### src/rtl/lcd_pkg.sv
// rtl/lcd_pkg.sv - shared types, command codes and default timing for the LCD nibble writer
package lcd_pkg;

  typedef enum logic [2:0] {
    ST_IDLE  = 3'd0,
    ST_SETUP = 3'd1,
    ST_EHIGH = 3'd2,
    ST_HOLD  = 3'd3,
    ST_GAP   = 3'd4,
    ST_EXEC  = 3'd5
  } lcd_wr_state_t;

  localparam logic [7:0] CMD_CLEAR = 8'h01;
  localparam logic [7:0] CMD_HOME  = 8'h02;

  // Default timing in cycles at 200 MHz; also used by the top_lcd sequencer.
  localparam int T_SETUP_CYC_DEF = 20;
  localparam int T_EHIGH_CYC_DEF = 60;
  localparam int T_HOLD_CYC_DEF  = 20;
  localparam int T_GAP_CYC_DEF   = 200;
  localparam int T_EXEC_CYC_DEF  = 8000;
  localparam int T_CLEAR_CYC_DEF = 330000;

  // Clear and Home need the long controller execution time.
  function automatic logic is_slow_cmd(input logic rs, input logic [7:0] data);
    return !rs && (data == CMD_CLEAR || data == CMD_HOME);
  endfunction

  function automatic int max_of(input int a, input int b);
    return (a > b) ? a : b;
  endfunction

endpackage

### src/rtl/lcd_delay_counter.sv
// rtl/lcd_delay_counter.sv - loadable down-counter flagging when it reaches zero
module lcd_delay_counter #(
  parameter int W = 8
) (
  input  logic         clk,
  input  logic         rst,
  input  logic         load,
  input  logic [W-1:0] value,
  output logic         done
);

  logic [W-1:0] count;

  // Load on state entry, otherwise count down and park at zero.
  always_ff @(posedge clk or negedge rst) begin
    if (!rst) begin
      count <= '0;
    end else if (load) begin
      count <= value;
    end else if (count != '0) begin
      count <= count - W'(1);
    end
  end

  assign done = (count == '0);

endmodule

### src/rtl/lcd_nibble_writer.sv
// rtl/lcd_nibble_writer.sv - HD44780 4-bit bus writer: one byte per handshake, two timed nibbles
module lcd_nibble_writer
  import lcd_pkg::*;
#(
  parameter int T_SETUP_CYC = T_SETUP_CYC_DEF,
  parameter int T_EHIGH_CYC = T_EHIGH_CYC_DEF,
  parameter int T_HOLD_CYC  = T_HOLD_CYC_DEF,
  parameter int T_GAP_CYC   = T_GAP_CYC_DEF,
  parameter int T_EXEC_CYC  = T_EXEC_CYC_DEF,
  parameter int T_CLEAR_CYC = T_CLEAR_CYC_DEF
) (
  input  logic       clk,
  input  logic       rst,
  input  logic       s_valid,
  output logic       s_ready,
  input  logic       s_rs,
  input  logic [7:0] s_data,
  input  logic       s_nibble_only,
  output logic       busy,
  output logic [3:0] lcd_data,
  output logic       lcd_e,
  output logic       lcd_rs,
  output logic       lcd_rw
);

  localparam int T_MAX = max_of(max_of(max_of(T_SETUP_CYC, T_EHIGH_CYC), max_of(T_HOLD_CYC, T_GAP_CYC)),
                                max_of(T_EXEC_CYC, T_CLEAR_CYC));
  localparam int CW = $clog2(T_MAX) + 1;

  // Counters are loaded with N-1 so a state lasts exactly N cycles.
  localparam logic [CW-1:0] LD_SETUP = CW'(T_SETUP_CYC - 1);
  localparam logic [CW-1:0] LD_EHIGH = CW'(T_EHIGH_CYC - 1);
  localparam logic [CW-1:0] LD_HOLD  = CW'(T_HOLD_CYC - 1);
  localparam logic [CW-1:0] LD_GAP   = CW'(T_GAP_CYC - 1);
  localparam logic [CW-1:0] LD_EXEC  = CW'(T_EXEC_CYC - 1);
  localparam logic [CW-1:0] LD_CLEAR = CW'(T_CLEAR_CYC - 1);

  lcd_wr_state_t state;
  logic          rs_q;
  logic [7:0]    data_q;
  logic          low_pending;
  logic          accept;
  logic          slow;
  logic          cnt_load;
  logic [CW-1:0] cnt_value;
  logic          cnt_done;

  assign accept = s_valid && s_ready;
  assign slow   = is_slow_cmd(rs_q, data_q);

  lcd_delay_counter #(.W(CW)) u_delay (
    .clk   (clk),
    .rst   (rst),
    .load  (cnt_load),
    .value (cnt_value),
    .done  (cnt_done)
  );

  // Reload the delay counter with the duration of whichever timed state comes next.
  always_comb begin
    cnt_load  = 1'b0;
    cnt_value = '0;
    case (state)
      ST_IDLE: begin
        if (accept) begin
          cnt_load  = 1'b1;
          cnt_value = LD_SETUP;
        end
      end
      ST_SETUP: begin
        if (cnt_done) begin
          cnt_load  = 1'b1;
          cnt_value = LD_EHIGH;
        end
      end
      ST_EHIGH: begin
        if (cnt_done) begin
          cnt_load  = 1'b1;
          cnt_value = LD_HOLD;
        end
      end
      ST_HOLD: begin
        if (cnt_done) begin
          cnt_load  = 1'b1;
          cnt_value = low_pending ? LD_GAP : (slow ? LD_CLEAR : LD_EXEC);
        end
      end
      ST_GAP: begin
        if (cnt_done) begin
          cnt_load  = 1'b1;
          cnt_value = LD_SETUP;
        end
      end
      default: begin
        cnt_load  = 1'b0;
        cnt_value = '0;
      end
    endcase
  end

  // Sequencer: accept a byte, strobe one or two nibbles, then wait out the execution time.
  always_ff @(posedge clk or negedge rst) begin
    if (!rst) begin
      state       <= ST_IDLE;
      s_ready     <= 1'b0;
      busy        <= 1'b0;
      lcd_data    <= 4'h0;
      lcd_e       <= 1'b0;
      lcd_rs      <= 1'b0;
      lcd_rw      <= 1'b0;
      rs_q        <= 1'b0;
      data_q      <= 8'h00;
      low_pending <= 1'b0;
    end else begin
      lcd_rw <= 1'b0;
      case (state)
        ST_IDLE: begin
          if (accept) begin
            rs_q        <= s_rs;
            data_q      <= s_data;
            low_pending <= !s_nibble_only;
            lcd_rs      <= s_rs;
            lcd_data    <= s_data[7:4];
            lcd_e       <= 1'b0;
            s_ready     <= 1'b0;
            busy        <= 1'b1;
            state       <= ST_SETUP;
          end else begin
            s_ready <= 1'b1;
          end
        end
        ST_SETUP: begin
          if (cnt_done) begin
            lcd_e <= 1'b1;
            state <= ST_EHIGH;
          end
        end
        ST_EHIGH: begin
          if (cnt_done) begin
            lcd_e <= 1'b0;
            state <= ST_HOLD;
          end
        end
        ST_HOLD: begin
          if (cnt_done) begin
            if (low_pending) begin
              low_pending <= 1'b0;
              state       <= ST_GAP;
            end else begin
              state <= ST_EXEC;
            end
          end
        end
        ST_GAP: begin
          if (cnt_done) begin
            lcd_data <= data_q[3:0];
            state    <= ST_SETUP;
          end
        end
        ST_EXEC: begin
          if (cnt_done) begin
            s_ready <= 1'b1;
            busy    <= 1'b0;
            state   <= ST_IDLE;
          end
        end
        default: begin
          state <= ST_IDLE;
        end
      endcase
    end
  end

endmodule

### config.mk
export PLATFORM = sky130hd
export DESIGN_NAME = lcd_nibble_writer
export DESIGN_NICKNAME = d
export VERILOG_FILES = /design/src/rtl/lcd_pkg.sv /design/src/rtl/lcd_delay_counter.sv /design/src/rtl/lcd_nibble_writer.sv
export SDC_FILE = /design/constraint.sdc
export NUM_CORES = 1
export LEC_CHECK = 0
export ABC_AREA = 1
export ABC_CLOCK_PERIOD_IN_PS = 1450
export BUFFER_PORTS_ARGS = -buffer_cell sky130_fd_sc_hd__buf_2
export CAP_MARGIN = 25
export CORE_MARGIN = 2
export CORE_UTILIZATION = 50
export CTS_CLUSTER_DIAMETER = 40
export CTS_CLUSTER_SIZE = 14
export DETAILED_ROUTE_END_ITERATION = 10
export GPL_TIMING_DRIVEN = 0
export PLACE_DENSITY_LB_ADDON = 0.15
export RECOVER_POWER = 100
export SYNTH_ARGS = -nofsm -noshare
export SYNTH_HDL_FRONTEND = slang
export SYNTH_SLANG_ARGS = --single-unit
### constraint.sdc
create_clock -name clk -period 1.45 [get_ports clk]
set_input_delay 0.2175 -clock clk [delete_from_list [all_inputs] [get_ports clk]]
set_output_delay 0.2175 -clock clk [all_outputs]
set_load 0.02 [all_outputs]
# Word-level counts from Yosys, hierarchy flattened
# Cells that the tools add are included.
[op_classes] addsub=1 n_eq_ne=13 mux=33 reduce_logical=22
[ops] op="one-hot mux 20 bit (4 select lines)" n=1
[ops] op="2-to-1 mux 19 bit" n=3
[ops] op="2-to-1 mux 20 bit" n=2
[ops] op="zero test 20 bit" n=1
[ops] op="nonzero test 20 bit" n=1
[ops] op="subtractor 20 x 1 -> 20 bit (second input constant)" n=1
[ops] op="2-to-1 mux 3 bit" n=6
[ops] op="one-hot mux 3 bit (6 select lines)" n=1
[ops] op="inequality test 2 bit (second input constant)" n=6
[ops] op="2-to-1 mux 5 bit" n=2
[ops] op="2-to-1 mux 1 bit" n=9
[ops] op="AND reduction 3 bit" n=3
[ops] op="== test 8 x 1 -> 1 bit (second input constant)" n=1
[ops] op="== test 8 x 2 -> 1 bit (second input constant)" n=1
[ops] op="2-to-1 mux 4 bit" n=2
[ops] op="one-hot mux 1 bit (2 select lines)" n=4
[ops] op="one-hot mux 4 bit (2 select lines)" n=1
[ops] op="nonzero test 2 bit" n=4
[ops] op="== test 3 x 2 -> 1 bit (second input constant)" n=2
[ops] op="== test 3 bit (second input constant)" n=2
[ops] op="2-to-1 mux 6 bit" n=1
[ops] op="AND reduction 6 bit" n=1
[ops] op="AND reduction 2 bit" n=2
[ops] op="AND reduction 4 bit" n=1
[ops] op="9 further kinds" n=11
[totals] reg_bits=40 in_bits=13 out_inout_bits=9 wordCells=78

# Depth between registers and ports, before layout
[depth] word_depth=8 mapped_depth=11 depth_no_buf=10

# Hierarchy
# A second synthesis with hierarchy kept.
[unflattened] cells_unflattened=353 area_unflattened_um2=2483.6
[modules_own_cells] module="lcd_delay_counter" n_inst=1 cells_each=209 area_each_um2=1390.1 seq_area_each_um2=500.5
[modules_own_cells] module="lcd_nibble_writer" n_inst=1 cells_each=144 area_each_um2=1093.5 seq_area_each_um2=500.5

# Least setup slack after synthesis
# OpenSTA, ideal clock, no wires.
[synth_timing] kind="flip-flop to flip-flop" startpoint="reg u_delay.count[0]" endpoint="reg u_delay.count[5]" setup_ns=0.119 arrival_time_ns=1.429 required_time_ns=1.331 path_slack_ns=-0.098 path_stages_with_launch=11 path_buffers=1 period_less_slack_ns=1.548 path_cell_list="dfrtp_1 inv_1 ha_1 nand2_1 nor2_4 nand3_4 nor2_4 nor2_4 buf_6 nor2_1 nor2_1"
[synth_via] elab_chain_cells=4 elab_cells_between_ends=11 cone_classes="add/sub (1); mux (7); reduce/logical (3)"
[synth_rtl] item="from (decl)" line_no="lcd_delay_counter.sv:12" text="logic [W-1:0] count;"
[synth_rtl] item="from (signal assigned)" line_no="lcd_delay_counter.sv:19" text="count <= value;"
[synth_rtl] item="from (signal assigned)" line_no="lcd_delay_counter.sv:21" text="count <= count - W'(1);"
[synth_rtl] item="branches (longest 4 deep; another with subtractor 20 x 1 -> 20 bit)"
# Several ways; the timed one is not identified. The select of a mux whose other input is x is not followed.
# A chain may end at the register's enable or synchronous reset.

# Final worst setup path
[layout_timing] startpoint="reg u_delay.count[8]" endpoint="reg u_delay.count[15]"
[layout_via] elab_chain_cells=4 elab_cells_between_ends=10 cone_classes="add/sub (1); mux (6); reduce/logical (3)"
[layout_rtl] item="branches (longest 4 deep; another with subtractor 20 x 1 -> 20 bit)"
# Several ways; the timed one is not identified. The select of a mux whose other input is x is not followed.

==> impl_results.md <==
- Yosys top cell area share: 41.8%
- # setup viols final: 31
- Vias in the first global route: 2241
- Req. time, crit path: 1.64 ns
- Core box area: 4660 µm²
- Global-route usage over all layers: 25.8%
- Int Power: 0.00385 W
- GR Overflow Total: 0
- Slew Limit Fails: 0
- Detailed Route WL: 6.61 mm
- Port Buffers: 20
- Period utilisation layout: 117%
- Part of the Yosys area used for sequential elements: 41.8%
- N_diodes: 0
- Iter 0 DRT Violations: 129
- Clk pwr share: 13.1%
- Die Area: 5360 µm²
- Placed inst area: 2580 µm²
- Mapped cell area: 2400 µm²
- Post-DP HPWL: 4.08 mm
- CP endpoint kind: flop
- H-tree depth: 2
- Hold WS: 0.0830 ns
- Layout cells sized above 1: 40.9%
- Io pins: 22
- Initial antenna violation count: 0
- Crit path from: u_delay.count[8]$_DFFE_PN0P_
- Synth warn: 0
- CP startpoint kind: flop
- Via count: 2313
- Global-route wire length before repair: 10.4 mm
- Max Cap Viol: 0
- Setup slack, reg-to-reg: -0.24 ns
- CTS tree: built
- Largest net degree at the start of global routing: 41
- Critical Path AT: 1.88 ns
- Detailed Routing Iterations Pass 1: 4
- Setup Skew: 0.00471 ns
- Count leader, synth: nand2_1
- Unrepaired setup endpoints after global routing: yes
- Wirelength per Cell: 15.2 µm
- Hold_buf cts: 0
- Synthesized flop and latch total: 40
- Post-synth EDFFs: 0
- Syn_nets: 328
- Max clock buf depth: 2
- Critical Setup Path Class: flop to flop
- Type of the tightest min-delay check: input pin to async pin
- CTS root buf: clkbuf_8
- Status: finished with violations
- Largest cells by area after synthesis: dfrtp_1 (42%), nand2_1 (13%), nor2_1 (6.4%)
- Failing checks: negative setup slack
- Ys flop type: dfrtp_1
- Sw Share: 45.4%
- Initial core utilization: 51.4%
- Skew-Pair Late Insertion Delay: 0.30 ns
- Peak VDD IR: 0.00107 V
- Mapped Cells: 313
- Max Fclk: 591 MHz
- Pleak: 1.61 nW
- Synth cell count leaders: nand2_1 (84), nor2_1 (41), dfrtp_1 (40), inv_1 (25), nand3_1 (22)
- FFs w/ async S/R, synth: 100%
- Layout overhead on the synthesized area: 37.0%
- Rows: 25
- Flop pwr share: 27.4%
- Worst-margin pin slew: 1.02 ns
- Mapped Avg Cell Area: 7.66 µm²
- Clock transition at path regs: 0.08 ns
- Critical-path maximum fanout: 6
- Routability cong.: 0.873
- Chip height: 73.2 µm
- Final instance area: 3280 µm²
- Hold Vio Cnt, Final: 0
- Logic gate share of total power: 59.5%
- Die W: 73.2 µm
- Worst flop-to-flop path startpoint: u_delay.count[8]$_DFFE_PN0P_
- Biggest area consumer among synthesized cells: dfrtp_1
- DR vias/cell: 5.32
- Antenna viol nets, final: 0
- Num CTS Buffers: 5
- Residual DRC: 0
- Pwr per Cell Area: 2150 nW/µm²
- Psw: 0.00321 W
- Nets@finish: 395
- Final Critical Period: 1.69 ns
- Yosys cell types: 32
- Rel. slew slack: 31.9%
- Setup ws final: -0.241 ns
- Clk sinks: 40
-- kinds of logic (layout without fill, tap and decap cells) --
logic type	count (synthesis)	in the layout	share of synthesized area, %
other cells	1	1	0.157
buf+inv	36	104	6.32
fa+ha+maj	2	2	1.04
xor+xnor	12	12	4.39
compound gates	37	37	8.46
flops	40	40	41.8
simple gates	185	185	37.9
-- state kept, by name (all words and copies together) (netlist names) --
signal,count
lcd_e,1
state,3
busy,1
u_delay.count,20
rs_q,1
low_pending,1
data_q,8
lcd_data,4
s_ready,1
-- power by group through the flow --
stage	clock (W)	combinational, W	sequential (W)
final	0.000922	0.00420	0.00193
after global routing	0.000968	0.00459	0.00198
after CTS	0.000925	0.00364	0.00190
after detailed placement	0	0.00275	0.00192
after global placement	0	0.00269	0.00191
after floorplan	0	0.00207	0.00198
-- stage by stage --
stage / total power (W) / TNS [ns] / cells / util (%) / setup slack (ns)
final: 0.00706 / -4.00 / 435 / 70.4 / -0.241
after global routing: 0.00754 / -6.52 / 435 / 70.4 / -0.291
after CTS: 0.00647 / -2.91 / 427 / 65.9 / -0.134
after detailed placement: 0.00467 / -5.95 / 387 / 55.4 / -0.259
after global placement: 0.00460 / -5.43 / 387 / 55.4 / -0.262
after floorplan: 0.00405 / -0.0458 / 313 / - / -0.0231
-- final timing paths --
check,end,depth (start not counted)
max,u_delay.count[15]$_DFFE_PN0P_,8
min,lcd_data[1]$_DFFE_PN0P_,1
max reg2reg,u_delay.count[15]$_DFFE_PN0P_,8
min reg2reg,data_q[7]$_DFFE_PN0P_,2
max in group asynchronous,state[0]$_DFFE_PN0P_,1
min in group clk,low_pending$_DFFE_PN0P_,2
-- worst max-delay path: stages, from the launching register on --
cell     delay, ns
dfrtp_2       0.45
nor2_4        0.15
nand2_4       0.08
nor2_8        0.18
nand3_4       0.17
buf_4         0.18
nand2_1       0.08
xor2_1        0.20
nor2_1        0.07
-- layout by cell type, fill, tap and decap left out, types with 3 or more instances in the layout --
| cell | Yosys | final |
|---|---|---|
| nor2_2 | 8 | 16 |
| nand3_1 | 22 | 18 |
| clkbuf_1 | 1 | 8 |
| o21ai_0 | 16 | 11 |
| dfrtp_1 | 40 | 36 |
| xnor2_1 | 5 | 5 |
| inv_1 | 25 | 22 |
| nand2_4 | 3 | 10 |
| buf_4 | 2 | 37 |
| nand3_2 | 1 | 4 |
| a21oi_1 | 15 | 11 |
| xor2_1 | 7 | 7 |
| inv_2 | 6 | 7 |
| clkbuf_8 | 0 | 5 |
| nor2_1 | 41 | 23 |
| nand4_1 | 3 | 3 |
| buf_2 | 1 | 13 |
| a21oi_2 | 4 | 7 |
| nor2_4 | 7 | 17 |
| dfrtp_2 | 0 | 4 |
| nand2_1 | 84 | 69 |
| nand2_2 | 4 | 11 |
| o21ai_1 | 1 | 5 |
| nor3_1 | 4 | 3 |
| buf_6 | 1 | 6 |
-- repair_timing --
item                       4_1_cts  5_1_grt
gates resized for setup         40       46
buffers inserted                31        8
pin swaps                       28       18
setup endpoints to repair       40       31
gates cloned                     1        0
-- area by class of cell --
cell class                 instances  area [µm²]
inverter                          31         121
clock inverter                     2        35.0
multi-input combinational        237        1530
timing repair buffer              60         407
buffer                             5        40.0
tap                               54        67.6
sequential                        40        1010
clock buffer                       6        72.6
fill                             359        1380
-- metal layers --
layer	wire [µm]	GRT usage (%)	up-vias	part of all wire (%)
met5	0	0	-	0
met4	246	12.3	0	3.7
met3	264	4.83	22	4.0
met2	3370	42.2	64	51
met1	2740	32.8	1101	41
li1	-	-	1126	-
Note: power is estimated with default switching activity, not from simulation.
